**src/rtl/serial_sub.sv**
```systemverilog
// serial_sub: digit-serial subtractor (Result = in1 - in2) with borrow/ovf/zero flags, optional slt via SERIAL_SUB_SLT_EN
module serial_sub #(
  parameter int WIDTH = 32,
  parameter int DIGIT = 4
) (
  input  logic             clk,
  input  logic             reset,
  input  logic             start,
  input  logic [WIDTH-1:0] in1,
  input  logic [WIDTH-1:0] in2,
  output logic             busy,
  output logic             done,
  output logic [WIDTH-1:0] Result,
  output logic             borrow,
  output logic             ovf,
  output logic             zero
`ifdef SERIAL_SUB_SLT_EN
  ,
  output logic             slt
`endif
);
  localparam int NDIG = WIDTH / DIGIT;
  localparam int CW = NDIG > 1 ? $clog2(NDIG) : 1;
  if (WIDTH % DIGIT != 0) begin : g_bad_digit
    $error("serial_sub: DIGIT must divide WIDTH");
  end
  typedef enum logic [1:0] {IDLE, RUN, DONE} state_t;
  state_t state_q, state_d;
  logic [WIDTH-1:0] a_q, a_d, b_q, b_d, res_q, res_d;
  logic [CW-1:0] cnt_q, cnt_d;
  logic brw_q, brw_d, borrow_q, borrow_d, ovf_q, ovf_d, zero_q, zero_d;
`ifdef SERIAL_SUB_SLT_EN
  logic slt_q, slt_d;
  assign slt = slt_q;
`endif
  logic [DIGIT:0] diff;
  logic last;
  assign diff = {1'b0, a_q[DIGIT-1:0]} - {1'b0, b_q[DIGIT-1:0]} - {{DIGIT{1'b0}}, brw_q};
  assign last = cnt_q == CW'(NDIG - 1);
  assign busy = state_q == RUN;
  assign done = state_q == DONE;
  assign Result = res_q;
  assign borrow = borrow_q;
  assign ovf = ovf_q;
  assign zero = zero_q;
  // a_q doubles as the result shift register: consumed minuend digits leave at the
  // bottom while difference digits enter at the top, so after the last digit the
  // low digit of a_q/b_q still held the original sign bits when they were used.
  always_comb begin
    state_d = state_q;
    a_d = a_q;
    b_d = b_q;
    cnt_d = cnt_q;
    brw_d = brw_q;
    res_d = res_q;
    borrow_d = borrow_q;
    ovf_d = ovf_q;
    zero_d = zero_q;
`ifdef SERIAL_SUB_SLT_EN
    slt_d = slt_q;
`endif
    if (state_q == RUN) begin
      a_d = WIDTH'({diff[DIGIT-1:0], a_q} >> DIGIT);
      b_d = b_q >> DIGIT;
      brw_d = diff[DIGIT];
      cnt_d = cnt_q + 1'b1;
      if (last) begin
        state_d = DONE;
        res_d = a_d;
        borrow_d = diff[DIGIT];
        ovf_d = (a_q[DIGIT-1] != b_q[DIGIT-1]) && (diff[DIGIT-1] != a_q[DIGIT-1]);
        zero_d = a_d == '0;
`ifdef SERIAL_SUB_SLT_EN
        slt_d = diff[DIGIT-1] ^ ovf_d;
`endif
      end
    end else begin
      state_d = start ? RUN : IDLE;
      if (start) begin
        a_d = in1;
        b_d = in2;
        cnt_d = '0;
        brw_d = 1'b0;
      end
    end
  end
  always_ff @(posedge clk) begin
    if (reset) begin
      state_q <= IDLE;
      a_q <= '0;
      b_q <= '0;
      cnt_q <= '0;
      brw_q <= 1'b0;
      res_q <= '0;
      borrow_q <= 1'b0;
      ovf_q <= 1'b0;
      zero_q <= 1'b0;
`ifdef SERIAL_SUB_SLT_EN
      slt_q <= 1'b0;
`endif
    end else begin
      state_q <= state_d;
      a_q <= a_d;
      b_q <= b_d;
      cnt_q <= cnt_d;
      brw_q <= brw_d;
      res_q <= res_d;
      borrow_q <= borrow_d;
      ovf_q <= ovf_d;
      zero_q <= zero_d;
`ifdef SERIAL_SUB_SLT_EN
      slt_q <= slt_d;
`endif
    end
  end
endmodule

```
**config.mk**
```make
export PLATFORM = sky130hd
export DESIGN_NAME = serial_sub
export DESIGN_NICKNAME = d
export VERILOG_FILES = /design/src/rtl/serial_sub.sv
export SDC_FILE = /design/constraint.sdc
export NUM_CORES = 1
export LEC_CHECK = 0
export CAP_MARGIN = 20
export CORE_ASPECT_RATIO = 1.1
export CORE_MARGIN = 1
export CORE_UTILIZATION = 50
export DETAILED_ROUTE_END_ITERATION = 7
export MAX_ROUTING_LAYER = met4
export PLACE_DENSITY = 0.82
export SETUP_SLACK_MARGIN = 0.5
export SLEW_MARGIN = 20
export SYNTH_ARGS = -nofsm -noshare
export SYNTH_HDL_FRONTEND = slang
export SYNTH_SLANG_ARGS = --single-unit
```
**constraint.sdc**
```tcl
create_clock -name clk -period 2.95 [get_ports clk]
set_clock_uncertainty 0.2 [all_clocks]
set_input_delay 0.4425 -clock clk [delete_from_list [all_inputs] [get_ports clk]]
set_output_delay 0.4425 -clock clk [all_outputs]
set_load 0.02 [all_outputs]
```
# After elaboration in Yosys (flattened, before gate mapping)
# Index checks and enable logic that the tools add are counted.
# classes
add_sub_neg	3
n_eq_ne	6
muxes	11
reduce_logical	5
# op_table
operator	count
$mux 32	2
$mux 28	2
$logic_not 32->1	1
$mux 3	2
$sub 4x4->5	1
$sub 5x1->5	1
$mux 2	2
$add 3x1->3 const B	1
$eq 3x3->1 const B	1
$mux 1	3
$eq 2x1->1 const B	1
$eq 2x2->1 const B	1
$ne 1x1->1	2
$ne 2x1->1 const B	1
$reduce_and 2->1	1
$reduce_bool 2->1	1
$reduce_or 2->1	1
$logic_and 1x1->1	1
# word_totals
regBits	105
in_bits	67
elab_cells	35

# Depth between registers and ports, before layout
# depth
depth_word	4
mapped_depth	8
depth_no_buf	8

# Least setup slack after synthesis
# Ideal clock, no wire load.
# synth_timing
path_kind	register -> register
from	register b_q[0]
to	register ovf_q, in the netlist ovf
setup_time_ps	117
arrival_time_ps	1796
required_time_ps	2633
slack_ps	836
path_stages_with_launch	7
path_buffers	0
path_cell_list	dfxtp_1 > inv_1 > fa_1 > ha_1 > a211oi_2 > xnor3_1 > a32o_1
# synth_between
elab_chain_len	4
# synth_rtl
item	line_no	source
start: declaration	29	logic [WIDTH-1:0] a_q, a_d, b_q, b_d, res_q, res_d;
start signal: assignment	91	b_q <= '0;
start signal: assignment	104	b_q <= b_d;
$sub 4x4->5	38	assign diff = {1'b0, a_q[DIGIT-1:0]} - {1'b0, b_q[DIGIT-1:0]} - {{DIGIT{1'b0}}, brw_q};
$sub 5x1->5	38	
$ne 1x1->1	71	ovf_d = (a_q[DIGIT-1] != b_q[DIGIT-1]) && (diff[DIGIT-1] != a_q[DIGIT-1]);
$logic_and 1x1->1	71	
end signal: assignment	109	ovf_q <= ovf_d;
end: declaration	31	logic brw_q, brw_d, borrow_q, borrow_d, ovf_q, ovf_d, zero_q, zero_d;
# Every way passes these cells.
# A chain may end at the register's enable or synchronous reset.

# Final worst setup path
# layout_timing
from	register state_q[0]
to	output busy
# layout_between
elab_chain_len	1
# layout_rtl
item	line_no	source
start: declaration	28	state_t state_q, state_d;
start signal: assignment	102	state_q <= state_d;
$eq 2x1->1	40	assign busy = state_q == RUN;
end: declaration	11	output logic busy,
# Every way passes these cells.

==> key figures <==
Status
  – Status: completed

Job
  – Number of max-cap violations: 0

Synthesis
  – Syn Inst Count: 429
  – Yosys warning count: 0
  – Mux cell area share after synthesis: 14.3%
  – Largest family of logic cells by synthesized area: compound AO/OA/AOI/OAI gates
  – FF+latch count, synth: 105
  – Mean Syn Cell Area: 10.3 um2
  – Post-synthesis compound-gate area fraction: 18.8%
  – Cell Area, Synth: 0.00442 mm2
  – Synth Area in Adders: 2.60%
  – Sequential-to-total area share from yosys stat: 47.5%
  – XOR/XNOR Fraction of Synth Area: 0.905%
  – Simple-gate share of the synthesized area: 9.76%
  – Synth unique cells: 38
  – Synthesized net count: 504

Global routing
  – Number of global-route vias before repair: 3319
  – Antenna violations before repair: 0
  – Largest net degree at the start of global routing: 59
  – First-pass GRT wire length: 16200 um
  – GRT Overall Usage: 22.9%
  – GRT overflow: 0

STA
  – Final hold violations: 0
  – Final max-slew violation count: 0
  – Setup TNS Final: 0 ns
  – Max frequency: 428 MHz
  – # setup viols final: 0
  – Rel. slew slack: 37.1%
  – Period utilization: 79.2%
  – Period minus WS final: 2.34 ns
  – RSZ-0062 raised after global routing: false
  – Worst Tran Pin Value: 0.944 ns

CTS
  – Post-CTS Setup Inserts: 0
  – Clk slew on worst S/H paths: 0.10 ns
  – # hold bufs at CTS: 0
  – Root buf cell: clkbuf_8
  – Worst-Skew Late Latency: 0.37 ns
  – H-tree depth: 3
  – Longest Clk Path Bufs: 2
  – Post_cts resized: 0
  – CTS sink cnt: 105
  – Num CTS Buffers: 9
  – CTS tree: built

Floorplanning
  – # rows: 35
  – Core area: 0.00850 mm2
  – Die area: 0.00923 mm2
  – Die height: 101 um
  – Die width: 91.7 um
  – Initial Util: 52.1%
  – # IOs: 104

Critical path
  – RR Startpoint: a_q[0]$_SDFFE_PP0P_
  – CP top delay family: buffers and inverters
  – Required time worst endpoint: 2.31 ns
  – Crit Path Category: reg -> out
  – Crit path buf inv count: 2
  – Crit path max-delay cell type: clkdlybuf4s50_1
  – Flop2flop setup slack: 0.67 ns
  – Setup crit end kind: primary output
  – Type of origin of the critical path: register
  – Arr. time, crit path: 1.69 ns
  – Reg2Reg Depth: 7
  – Worst R2R End: zero$_SDFFE_PP0P_
  – Crit-path cells: nand2b_4, inv_6, clkdlybuf4s50_1
  – Worst Path Max Fanout: 16
  – CP max stage delay: 0.62 ns

Detailed routing
  – TritonRoute pass-1 iters: 4
  – Residual DRC: 0
  – Uppermost layer routed: met4
  – Post-DR vias/cell: 5.50
  – DR iter-0 viols: 140
  – Met3 WL: 554 um
  – Metal2 WL: 4650 um
  – Final ANT Viol Nets: 0
  – Drt total wl: 10000 um
  – Vias: 3455
  – Metal-1 WL: 4610 um
  – Routed len/inst: 16.0 um

Power
  – PwrDens: 516 mW/mm2
  – Clk pwr share: 30.5%
  – Leakage: 0.00229 uW
  – Comb power frac: 15.4%
  – Psw: 819 uW
  – Cell-internal power: 2080 uW
  – Flop pwr share: 54.1%
  – Switching part of the total power: 28.3%
  – Overall power: 2900 uW
  – Peak VDD IR: 0.000390 V

Cells and area
  – Fin util: 66.1%
  – Layout cells sized above 1: 6.00%
  – Commonest cells after routing, fill and taps aside: dfxtp_1 (105), clkdlybuf4s50_1 (101), mux2i_1 (63)
  – # nets final: 587
  – Final antenna diode count: 0
  – Commonest non-fill, non-tap cell in the layout: dfxtp_1
  – Fin cells: 628
  – Final Instance Area: 0.00561 mm2
  – Area delta synth->final: 26.9%

Min path
  – Worst Hold Class: reg -> reg
  – Hold path depth: 2
  – WHS Endpoint: Result[29]$_SDFFE_PP0P_
  – Hold Startpoint: Result[29]$_SDFFE_PP0P_

Placed design
  – Buffers on Ports: 103
  – Routability cong.: 0.812
  – Cells after DPL: 612
  – Placed inst area: 0.00542 mm2
  – HPWL Detailed: 6970 um
-- synth_stat cells, drive strengths merged --
cell,instances,area (um2)
buf,30,193
inv,12,50.1
nand3,1,5.00
ha,6,75.1
a21oi,6,41.3
a21boi,1,7.51
nor4,6,37.5
nor3,5,25.0
a22o,30,263
fa,2,40.0
and3,1,6.26
and4,1,8.76
a32o,1,10.0
o211a,1,10.0
nand2,9,33.8
or3,1,6.26
nand4,1,12.5
o21ai,2,10.0
xnor2,2,17.5
mux2i,63,631
o31ai,2,20.0
nor2b,3,18.8
o21a,1,7.51
nor2,62,233
a211oi,61,463
dfxtp,105,2100
nor4b,1,8.76
xnor3,1,22.5
clkbuf,8,30.0
nand2b,1,13.8
nand3b,3,22.5
-- how the worst max path moves through the flow --
stage / cells past startpoint / startpoint / to
after floorplan: 6 / b_q[0]$_SDFFE_PP0P_ / ovf$_SDFFE_PP0P_
after global placement: 8 / b_q[0]$_SDFFE_PP0P_ / zero$_SDFFE_PP0P_
after detailed placement: 7 / a_q[0]$_SDFFE_PP0P_ / zero$_SDFFE_PP0P_
after CTS: 3 / state_q[0]$_SDFFE_PP0P_ / busy
after global routing: 3 / state_q[0]$_SDFFE_PP0P_ / busy
final: 3 / state_q[0]$_SDFFE_PP0P_ / busy
-- state kept, by name (all words and copies together) (netlist names) --
signal,count
ovf,1
state_q,2
Result,32
borrow,1
cnt_q,3
a_q,32
zero,1
brw_q,1
b_q,32
-- power by group through the flow --
stage	Sequential, uW	Clock, uW	Combinational, uW
after detailed placement	1600	0	445
after floorplan	1570	0	307
after global placement	1600	0	433
after global routing	1580	967	487
final	1570	884	446
after CTS	1570	898	448
-- metal layers --
| layer | track usage, % | vias up |
|---|---|---|
| met5 | - | - |
| met4 | 9.01 | 0 |
| met3 | 4.90 | 16 |
| met2 | 37.2 | 114 |
| met1 | 27.9 | 1592 |
| li1 | - | 1733 |
-- cell type report --
cell class | count | area [um2]
sequential | 105 | 2100
timing repair buffer | 110 | 1080
fill | 700 | 2880
multi-input combinational | 274 | 2050
inverter | 12 | 50.0
tap | 111 | 139
clock buffer | 10 | 138
clock inverter | 6 | 58.8
-- worst register-to-register path, stage by stage (launching register included) --
cell and delay, ns:
dfxtp_1 0.39, fa_1 0.22, inv_1 0.06, fa_1 0.51
nor4b_1 0.25, and4_1 0.25, nand4_2 0.10, o31ai_2 0.23
-- kinds of logic (layout without fill, tap and decap cells) --
group           Yosys count  count (layout)
compound gates          105             105
xor+xnor                  3               3
fa+ha+maj                 8               8
buf+inv                  50             138
flops                   105             105
mux                      63              63
simple gates             95              95
-- per-stage QoR --
step	worst slack [ns]	hold WS (ns)
floorplan	0.836	0.264
global placement	0.792	0.243
detailed placement	0.714	0.260
CTS	0.596	0.276
global route	0.536	0.301
finish	0.614	0.270
Note: power is estimated with default switching activity, not from simulation.
